File: src/rtl/msi_bus_pkg.sv
// Shared types and constants for the MSI snoopy bus transaction sequencer.
package msi_bus_pkg;

  typedef enum logic [1:0] {
    BUS_RD   = 2'b00,
    BUS_RDX  = 2'b01,
    BUS_UPGR = 2'b10,
    BUS_RSVD = 2'b11
  } bus_msg_t;

  typedef enum logic [2:0] {
    StIdle,
    StGrant,
    StSnoop,
    StFlush,
    StMem,
    StData,
    StDone
  } ctrl_state_t;

  localparam logic [15:0] DATA_FOR_READS  = 16'hCAFE;
  localparam logic [15:0] DATA_FOR_WRITES = 16'hDEAD;

  // Reserved messages behave like upgrades: no data phase.
  function automatic logic msg_has_data(bus_msg_t msg);
    return (msg == BUS_RD) || (msg == BUS_RDX);
  endfunction

endpackage

File: src/rtl/msi_bus_ctrl_rr_arbiter.sv
// Combinational round-robin pick: first requester at or above ptr_i, wrapping upward.
module rr_arbiter #(
  parameter int unsigned NumReq = 4,
  parameter int unsigned IdxW   = (NumReq > 1) ? $clog2(NumReq) : 1
) (
  input  logic [NumReq-1:0] req_i,
  input  logic [IdxW-1:0]   ptr_i,
  output logic [NumReq-1:0] gnt_o,
  output logic [IdxW-1:0]   idx_o,
  output logic              valid_o
);

  localparam int unsigned SumW = IdxW + 1;

  logic [SumW-1:0] sum;
  logic [IdxW-1:0] cand;

  always_comb begin
    gnt_o   = '0;
    idx_o   = '0;
    valid_o = 1'b0;
    sum     = '0;
    cand    = '0;
    for (int unsigned i = 0; i < NumReq; i++) begin
      sum = {1'b0, ptr_i} + SumW'(i);
      if (sum >= SumW'(NumReq)) begin
        sum = sum - SumW'(NumReq);
      end
      cand = sum[IdxW-1:0];
      if (!valid_o && req_i[cand]) begin
        valid_o     = 1'b1;
        idx_o       = cand;
        gnt_o[cand] = 1'b1;
      end
    end
  end

endmodule

File: src/rtl/msi_bus_ctrl.sv
// MSI snoopy bus sequencer: round-robin grant, one snoop cycle, then flush/memory/no-data completion.
// Optional protocol checking on err_o is enabled by defining MSI_BUS_ERR_CHECK_EN.
module msi_bus_ctrl
  import msi_bus_pkg::*;
#(
  parameter int unsigned NUM_PROCS       = 4,
  parameter int unsigned ADDR_SIZE       = 32,
  parameter int unsigned CACHE_LINE_SIZE = 128,
  parameter int unsigned MEM_LAT         = 4
) (
  input  logic                                 clk_i,
  input  logic                                 rst_i,
  input  logic [NUM_PROCS-1:0]                 req_i,
  input  logic [2*NUM_PROCS-1:0]               msg_i,
  input  logic [ADDR_SIZE*NUM_PROCS-1:0]       addr_i,
  output logic [NUM_PROCS-1:0]                 gnt_o,
  output logic                                 bus_valid_o,
  output logic [1:0]                           bus_msg_o,
  output logic [ADDR_SIZE-1:0]                 bus_addr_o,
  input  logic [NUM_PROCS-1:0]                 flush_i,
  input  logic [CACHE_LINE_SIZE*NUM_PROCS-1:0] flush_data_i,
  output logic                                 data_valid_o,
  output logic [CACHE_LINE_SIZE-1:0]           data_o,
  output logic [NUM_PROCS-1:0]                 done_o,
  output logic                                 err_o
);

  localparam int unsigned IdxW = (NUM_PROCS > 1) ? $clog2(NUM_PROCS) : 1;
  localparam int unsigned CntW = $clog2(MEM_LAT + 1);

  ctrl_state_t          state_q, state_d;
  logic [IdxW-1:0]      ptr_q, ptr_d, owner_q, owner_d;
  logic [CntW-1:0]      cnt_q, cnt_d;
  bus_msg_t             msg_q, msg_d;
  logic [NUM_PROCS-1:0] gnt_q, gnt_d, done_q, done_d;
  logic                 bus_valid_q, bus_valid_d, data_valid_q, data_valid_d;
  logic [1:0]           bus_msg_q, bus_msg_d;
  logic [ADDR_SIZE-1:0] bus_addr_q, bus_addr_d;
  logic [CACHE_LINE_SIZE-1:0] data_q, data_d;

  logic [NUM_PROCS-1:0] arb_gnt, owner_oh, flush_m;
  logic [IdxW-1:0]      arb_idx, fl_idx;
  logic                 arb_valid;
  logic [1:0]           owner_msg;

  rr_arbiter #(
    .NumReq (NUM_PROCS),
    .IdxW   (IdxW)
  ) u_arb (
    .req_i   (req_i),
    .ptr_i   (ptr_q),
    .gnt_o   (arb_gnt),
    .idx_o   (arb_idx),
    .valid_o (arb_valid)
  );

  assign owner_oh  = {{(NUM_PROCS-1){1'b0}}, 1'b1} << owner_q;
  assign flush_m   = flush_i & ~owner_oh;
  assign owner_msg = msg_i[2*owner_q +: 2];

  always_comb begin
    fl_idx = '0;
    for (int i = NUM_PROCS - 1; i >= 0; i--) begin
      if (flush_m[i]) fl_idx = IdxW'(i);
    end
  end

  // Outputs are computed for the state being entered so they register in step with it.
  always_comb begin
    state_d      = state_q;
    ptr_d        = ptr_q;
    owner_d      = owner_q;
    cnt_d        = cnt_q;
    msg_d        = msg_q;
    gnt_d        = '0;
    bus_valid_d  = 1'b0;
    bus_msg_d    = '0;
    bus_addr_d   = '0;
    data_valid_d = 1'b0;
    data_d       = '0;
    done_d       = '0;
    unique case (state_q)
      StIdle: begin
        if (arb_valid) begin
          owner_d = arb_idx;
          gnt_d   = arb_gnt;
          state_d = StGrant;
        end
      end
      StGrant: begin
        msg_d       = bus_msg_t'(owner_msg);
        bus_valid_d = 1'b1;
        bus_msg_d   = owner_msg;
        bus_addr_d  = addr_i[owner_q*ADDR_SIZE +: ADDR_SIZE];
        state_d     = StSnoop;
      end
      StSnoop: begin
        if (!msg_has_data(msg_q)) begin
          done_d  = owner_oh;
          state_d = StDone;
        end else if (flush_m != '0) begin
          data_valid_d = 1'b1;
          data_d       = flush_data_i[fl_idx*CACHE_LINE_SIZE +: CACHE_LINE_SIZE];
          state_d      = StFlush;
        end else begin
          cnt_d   = CntW'(MEM_LAT - 1);
          state_d = StMem;
        end
      end
      StMem: begin
        if (cnt_q == '0) begin
          data_valid_d = 1'b1;
          data_d       = (msg_q == BUS_RD) ? CACHE_LINE_SIZE'(DATA_FOR_READS)
                                           : CACHE_LINE_SIZE'(DATA_FOR_WRITES);
          state_d      = StData;
        end else begin
          cnt_d = cnt_q - 1'b1;
        end
      end
      StFlush, StData: begin
        done_d  = owner_oh;
        state_d = StDone;
      end
      StDone: begin
        ptr_d   = (owner_q == IdxW'(NUM_PROCS - 1)) ? '0 : owner_q + 1'b1;
        state_d = StIdle;
      end
      default: state_d = StIdle;
    endcase
  end

  always_ff @(posedge clk_i) begin
    if (rst_i) begin
      state_q      <= StIdle;
      ptr_q        <= '0;
      owner_q      <= '0;
      cnt_q        <= '0;
      msg_q        <= BUS_RD;
      gnt_q        <= '0;
      bus_valid_q  <= 1'b0;
      bus_msg_q    <= '0;
      bus_addr_q   <= '0;
      data_valid_q <= 1'b0;
      data_q       <= '0;
      done_q       <= '0;
    end else begin
      state_q      <= state_d;
      ptr_q        <= ptr_d;
      owner_q      <= owner_d;
      cnt_q        <= cnt_d;
      msg_q        <= msg_d;
      gnt_q        <= gnt_d;
      bus_valid_q  <= bus_valid_d;
      bus_msg_q    <= bus_msg_d;
      bus_addr_q   <= bus_addr_d;
      data_valid_q <= data_valid_d;
      data_q       <= data_d;
      done_q       <= done_d;
    end
  end

  assign gnt_o        = gnt_q;
  assign bus_valid_o  = bus_valid_q;
  assign bus_msg_o    = bus_msg_q;
  assign bus_addr_o   = bus_addr_q;
  assign data_valid_o = data_valid_q;
  assign data_o       = data_q;
  assign done_o       = done_q;

`ifdef MSI_BUS_ERR_CHECK_EN
  logic err_q, err_d;

  always_comb begin
    err_d = err_q;
    if (state_q == StSnoop) begin
      if ((flush_i & (flush_i - 1'b1)) != '0) err_d = 1'b1;
      if ((flush_i & owner_oh) != '0) err_d = 1'b1;
    end else if (flush_i != '0) begin
      err_d = 1'b1;
    end
    if (((gnt_q & (gnt_q - 1'b1)) != '0) || ((done_q & (done_q - 1'b1)) != '0)) begin
      err_d = 1'b1;
    end
  end

  always_ff @(posedge clk_i) begin
    if (rst_i) begin
      err_q <= 1'b0;
    end else begin
      err_q <= err_d;
    end
  end

  assign err_o = err_q;
`else
  assign err_o = 1'b0;
`endif

endmodule

File: config.mk
export PLATFORM = sky130hd
export DESIGN_NAME = msi_bus_ctrl
export DESIGN_NICKNAME = d
export VERILOG_FILES = /design/src/rtl/msi_bus_pkg.sv /design/src/rtl/msi_bus_ctrl_rr_arbiter.sv /design/src/rtl/msi_bus_ctrl.sv
export SDC_FILE = /design/constraint.sdc
export NUM_CORES = 1
export LEC_CHECK = 0
export CAP_MARGIN = 20
export CORE_AREA = 2 2 323 325
export DETAILED_ROUTE_END_ITERATION = 10
export DIE_AREA = 0 0 325 327
export PLACE_DENSITY = 0.4
export REMOVE_ABC_BUFFERS = 1
export SLEW_MARGIN = 40
export SYNTH_ARGS = -nofsm -noshare
export SYNTH_HDL_FRONTEND = slang
export SYNTH_SLANG_ARGS = --single-unit
File: constraint.sdc
create_clock -name clk_i -period 5.1 [get_ports clk_i]
set_clock_uncertainty 0.1 [all_clocks]
set_input_delay 0.51 -clock clk_i [delete_from_list [all_inputs] [get_ports clk_i]]
set_output_delay 0.51 -clock clk_i [all_outputs]
set_load 0.01 [all_outputs]
==> results of run 1 <==
kinds of logic (layout without fill, tap and decap cells):
group,Yosys count,after routing
adder cells (fa/ha/maj),14,14
other,1,9
AND/OR/NAND/NOR,218,218
flip-flops,184,184
buffers and inverters,80,889
multiplexers,186,186
AO/OA/AOI/OAI,62,62
path summary, 6_finish.rpt:
check             startpoint  endpoint  slack (ps)  cells past startpoint
setup reg to reg    ptr_q[0]  gnt_o[0]        1840                      7
hold reg to reg     cnt_q[1]  cnt_q[1]         400                      2
setup / recovery    ptr_q[0]  gnt_o[0]        1840                      7
hold / removal      cnt_q[1]  cnt_q[1]         400                      2
per-stage QoR:
stage | utilization | cells | total power [uW] | instance area [sq um]
6_report | 0.1968 | 2942 | 5194 | 20250
5_1_grt | 0.1967 | 2939 | 5487 | 20240
4_1_cts | 0.1966 | 2934 | 5347 | 20230
3_5_place_dp | 0.1911 | 2903 | 3850 | 19670
3_3_place_gp | 0.1909 | 2902 | 3836 | 19650
2_1_floorplan | - | 679 | 3053 | 9434
state kept, by name (all words and copies together) (netlist names), 3 cells and up:
signal and cells:
bus_addr_o 32, data_o 128, gnt_o 4, done_o 4
state_q 3, cnt_q 3
placed cells by master (no fill, tap or decap), types with 3 or more instances in the layout:
master and count:
buf_4 11, a21oi_1 13, nor3b_1 4, mux2_2 3
nor2b_1 154, a221oi_1 11, nand2b_1 7, o21ai_0 4
clkbuf_16 18, a221o_1 4, mux2i_1 32, o22ai_1 6
ha_1 14, buf_12 4, nor3_1 13, mux4_2 151
and2_1 5, o21a_1 7, nor2_1 14, clkdlybuf4s50_1 829
diode_2 8, inv_1 14, dfxtp_1 182, nand2_1 5
inv_6 5
worst register-to-register path: stages (launching register included):
cell and delay, ps:
dfxtp_1 790, inv_1 320, ha_1 570, mux4_2 650, nor2b_1 350, a221o_1 220
a21oi_1 40, nor3_1 140
where the power goes:
group	switching (uW)	internal [uW]	total [uW]	leakage, uW
Sequential	78.0	1540	1620	0.00149
Clock	753	667	1420	0.000273
Combinational	823	1330	2150	0.00497
Total	1650	3540	5190	0.00673
cell type report:
type                    count  area, sq um
fillers                 11210        82660
repair buffers            844         8461
multi-input cells         481         5739
flip-flops and latches    184         3689
well taps                1380         1727
clock buffers              19        454.2
clock inverters            12        107.6
inverters                  14        52.55
diodes                      8        20.02
routing by layer:
layer  vias to the layer above  wire length [um]  global-route usage
met5                         -               173                   0
met4                        26              1608             0.03221
met3                       149              7392             0.06116
met2                       680             41010              0.2647
met1                      4986             28750              0.1562
li1                       4424                 -                   -
==> summary.txt, run 1 <==
Clock network
  • Clk_lat worst skew: 500 ps
  • Hold_buf cts: 0
  • Post-CTS resize count: 0
  • CTS sink cnt: 184
  • Clock buffer count from CTS: 17
  • CTS tree: done
  • H-tree Lvls: 4
  • Worst-path clk slew: 80 ps
  • CTS root buf: clkbuf_16
  • Longest Clk Path Bufs: 2
  • Total setup buffers inserted after CTS: 0

Worst setup path
  • CP Buf/Inv Count: 1
  • CP arrival: 3580 ps
  • Worst-path fanout max: 19
  • Critical-path top delay cell: dfxtp_1
  • Critical Path Max Stage Delay: 790 ps
  • CP Cell Sequence: inv_1, ha_1, mux4_2, nor2b_1, a221o_1, a21oi_1, nor3_1
  • Startpoint class of the critical path: flip-flop
  • Delay-heaviest family, CP: flip-flops
  • Critical path class: reg2reg
  • CP required: 5420 ps
  • Crit path capture type: flip-flop

Power
  • Leak: 0.006732 uW
  • P per Cell Area: 256.5 nW/um^2
  • Maximum VDD drop: 0.1808 mV

Timing
  • Fmax: 306.5 MHz
  • Worst rel slew slack: 0.4388
  • Worst-margin pin slew: 840.0 ps
  • TNS Setup: 0 ps
  • Final worst slack: 1837 ps
  • Post-route minimum period: 3263 ps
  • Final setup fails: 0
  • Worst hold margin: 400.2 ps
  • Max Slew Vio Count: 0
  • RSZ-0062 raised after global routing: no
  • Final Hold Vio Count: 0
  • Final critical-path share of the clock period: 0.6398

Global route
  • First-pass GRT wire length: 102400 um
  • Number of antenna violations at the first check in global routing: 72
  • Global-route usage over all layers: 0.1456
  • Largest net degree at the start of global routing: 60
  • Overflow after GRT: 0
  • Vias in the first global route: 10980

Routing
  • WL final: 78930 um
  • Vias per std cell: 3.489
  • Post-DRT Antenna Nets: 0
  • Starting DRT DRC Count: 492
  • DRC Markers: 0
  • Routed WL per cell: 26.83 um
  • First-pass DRT Iterations: 4
  • Via count: 10270

Floorplan
  • Die height: 327 um
  • Die area: 106300 sq um
  • Die X-Extent: 325 um
  • Ports: 831
  • Initial Utilization: 0.09452
  • Core ar.: 102900 sq um
  • Rows: 118

Finish
  • Layout area overhead: 108.2%
  • Layout cells sized above 1: 0.1371
  • Nets: 2214

Yosys
  • Post-Synth Adder-Cell Area: 0.01801
  • Largest family of logic cells by synthesized area: multiplexers
  • Netlist cell types: 48
  • Mux share of post-synthesis cell area: 0.3860
  • Mapped Cells: 745
  • Post-synth ARST share: 0
  • Post-Synth XOR/XNOR Area: 0
  • Top-count cell post-synth: dfxtp_1
  • Sequential area share after synthesis: 0.3787
  • Cell taking the most area after synthesis: dfxtp_1
  • Post-synth EDFFs: 0
  • Flops & latches, synth: 184
  • Most used DFF post-synth: dfxtp_1
  • Synth area leaders: dfxtp_1 (38%), mux4_2 (35%), nor2b_1 (10%)
  • Synth cell count leaders: dfxtp_1 (184), nor2b_1 (155), mux4_2 (151)
  • Mapped Area: 9727 sq um
  • Yosys Warn Count: 0
  • Synth Area in Compound Gates: 0.04644
  • Synth Area in Simple Gates: 0.1349
  • Post-Syn Area per Cell: 13.06 sq um
  • Share of the synthesized area in the top cell type: 0.3787

Min path
  • Hold Path Class: reg2reg

Job
  • MaxCap Viol Count: 0

Placement
  • Global placer's final weighted congestion: 0.8903
  • Port Buffer Count: 829
  • Dpl ws: 1642 ps
  • Dpl hpwl: 68940 um

Outcome
  • Status: finished, final reports clean
Note: power is estimated with default switching activity, not from simulation.
==> inputs of run 2 (changes only) <==
Settings changed: CORE_AREA 2 2 323 325 to 2 2 325 327, DIE_AREA 0 0 325 327 to 0 0 327 329, PLACE_DENSITY 0.4 to 0.41.
Clock period 5.1 ns to 3 ns, I/O delays scaled along.
==> run 2 against run 1 <==
  * Worst hold slack got worse by 28 ps
  * Via count fell by 0.63%
  * Maximum frequency rose by 21%
  * Utilization about the same
  * Wire length up 0.72%
  * Clock power increased by 70%
  * Sequential share of layout area down 0.25 points
  * Flip-flop and latch count is the same
  * Sequential power up 69%
==> summary.txt, run 2 (synthesis results as in run 1) <==
Clock network
  • CTS root buf: clkbuf_16 (unchanged)
  • CTS tree: done (unchanged)
  • CTS sink cnt: 184 (unchanged)
  • Clock buffer count from CTS: 17 (unchanged)
  • Post-CTS resize count: 0 (unchanged)
  • Hold_buf cts: 0 (unchanged)
  • Longest Clk Path Bufs: 2 (unchanged)
  • Total setup buffers inserted after CTS: 0 (unchanged)
  • Clk_lat worst skew: 500 ps (about the same)
  • H-tree Lvls: 4 (unchanged)
  • Worst-path clk slew: 80 ps (about the same)

Finish
  • Design Area, Final: 20520 sq um (was 20250 sq um)
  • Number of flip-flops in the largest register: 128 (unchanged)
  • Nets: 2233 (was 2214)
  • Multi-input logic area: 5725 sq um (was 5739 sq um)
  • Layout cells sized above 1: 0.1449 (was 0.1371)
  • Layout area overhead: 111.0% (was 108.2%)
  • Commonest non-fill, non-tap cell in the layout: clkdlybuf4s50_1 (unchanged)
  • FILL cells: 11340 (was 11210)
  • Reg area: 3686 sq um (was 3689 sq um)
  • Most frequent cells in the layout: clkdlybuf4s50_1 (829), dfxtp_1 (182), nor2b_1 (155) (was clkdlybuf4s50_1 (829), dfxtp_1 (182), nor2b_1 (154))

Floorplan
  • Die height: 329 um (was 327 um)
  • Initial Utilization: 0.09319 (was 0.09452)
  • Core ar.: 104400 sq um (was 102900 sq um)
  • Die X-Extent: 327 um (was 325 um)
  • Ports: 831 (unchanged)
  • Rows: 119 (was 118)
  • Die area: 107600 sq um (was 106300 sq um)

Routing
  • Routed WL per cell: 26.71 um (was 26.83 um)
  • Post-DRT Antenna Nets: 0 (unchanged)
  • First-pass DRT Iterations: 6 (was 4)
  • Starting DRT DRC Count: 401 (was 492)
  • Via count: 10200 (was 10270)
  • Vias per std cell: 3.427 (was 3.489)
  • WL final: 79500 um (was 78930 um)
  • DRC Markers: 0 (unchanged)

Placement
  • Global placer's final weighted congestion: 0.8850 (was 0.8903)
  • Dpl hpwl: 70760 um (was 68940 um)
  • Area after DPL: 19930 sq um (was 19670 sq um)
  • Port Buffer Count: 829 (unchanged)
  • Dpl ws: 208.8 ps (was 1642 ps)

Min path
  • Min-delay src: flush_data_i[5] (was cnt_q[1])
  • Hold Path Class: in2reg (was reg2reg)

Worst setup path
  • Critical path class: reg2reg (unchanged)
  • Critical Path Max Stage Delay: 510 ps (was 790 ps)
  • Delay-heaviest family, CP: buffers and inverters (was flip-flops)
  • CP Buf/Inv Count: 3 (was 1)
  • CP Cell Sequence: inv_1, ha_1, nand2b_1, a211oi_4, buf_12, buf_4, mux4_2, nor2b_1 (was inv_1, ha_1, mux4_2, nor2b_1, a221o_1, a21oi_1, nor3_1)
  • Reg2reg start: owner_q[0] (was ptr_q[0])
  • Crit path capture type: flip-flop (unchanged)
  • Crit path from: owner_q[0] (was ptr_q[0])
  • Startpoint class of the critical path: flip-flop (unchanged)
  • Worst-path fanout max: 22 (was 19)
  • CP arrival: 2980 ps (was 3580 ps)
  • Critical-path top delay cell: mux4_2 (was dfxtp_1)
  • CP required: 3280 ps (was 5420 ps)

Global route
  • Global-route usage over all layers: 0.1436 (was 0.1456)
  • Overflow after GRT: 0 (unchanged)
  • First-pass GRT wire length: 101800 um (was 102400 um)
  • Vias in the first global route: 11060 (was 10980)
  • Met2 usage: 0.2593 (was 0.2647)
  • Grt met1 use: 0.1549 (was 0.1562)
  • Number of antenna violations at the first check in global routing: 70 (was 72)
  • Largest net degree at the start of global routing: 59 (was 60)
  • M3 GR Usage: 0.06305 (was 0.06116)
  • GR peak layer: met2 (unchanged)

Timing
  • Fmax: 370.3 MHz (was 306.5 MHz)
  • Final Hold Vio Count: 0 (unchanged)
  • Post-route minimum period: 2701 ps (was 3263 ps)
  • Worst rel slew slack: 0.4379 (was 0.4388)
  • Max Slew Vio Count: 0 (unchanged)
  • Worst hold margin: 371.9 ps (was 400.2 ps)
  • Worst-margin pin slew: 840.0 ps (about the same)
  • RSZ-0062 raised after global routing: no (unchanged)
  • Final setup fails: 0 (unchanged)
  • Final worst slack: 299.4 ps (was 1837 ps)
  • Final critical-path share of the clock period: 0.9002 (was 0.6398)

Job
  • MaxCap Viol Count: 0 (unchanged)

Power
  • Maximum VDD drop: 0.3146 mV (was 0.1808 mV)
  • Leak: 0.006865 uW (was 0.006732 uW)
  • P per Cell Area: 436.1 nW/um^2 (was 256.5 nW/um^2)

Outcome
  • Status: finished, final reports clean (unchanged)
## run 2: path summary, 6_finish.rpt
check | to | slack (ps) | cells after the start
max reg2reg | data_o[83] | 300 | 8
max | data_o[83] | 300 | 8
min reg2reg | cnt_q[1] | 410 | 2
min | data_o[5] | 370 | 3
## run 2: power breakdown
part	switching, uW	internal (uW)
combinational	1430	2380
clock	1260	1140
sequential	105	2630
## run 2: through the flow
step / util / setup TNS, ps / total power, uW / cells
3_5_place_dp: 0.1910 / 0 / 6660 / 2933
6_report: 0.1966 / 0 / 8948 / 2976
4_1_cts: 0.1963 / 0 / 9190 / 2964
5_1_grt: 0.1963 / 0 / 9447 / 2965
3_3_place_gp: 0.1910 / 0 / 6626 / 2933
2_1_floorplan: - / -2148850 / 4805 / 679
## run 2: final cells by class
type	count	area share
Timing Repair Buffer	863	0.4253
Antenna cell	12	0.001463
Inverter	14	0.002561
Multi-Input combinational cell	481	0.2790
Sequential cell	184	0.1796
Tap cell	1391	0.08481
Clock inverter	10	0.004268
Clock buffer	21	0.02293
## run 2: worst reg2reg max path, delay by kind of cell, from the launching register on
family | cells | cell delay, ps
AO/OA/AOI/OAI | 1 | 360
adder cells (fa/ha/maj) | 1 | 210
buffers and inverters | 3 | 640
flip-flops | 1 | 380
multiplexers | 1 | 510
AND/OR/NAND/NOR | 2 | 380
## run 2: per-layer routing
metal | up-vias | wire length (um)
met5 | - | 162
met3 | 132 | 8442
met4 | 28 | 1285
met2 | 622 | 40650
met1 | 4948 | 28960
li1 | 4470 | -
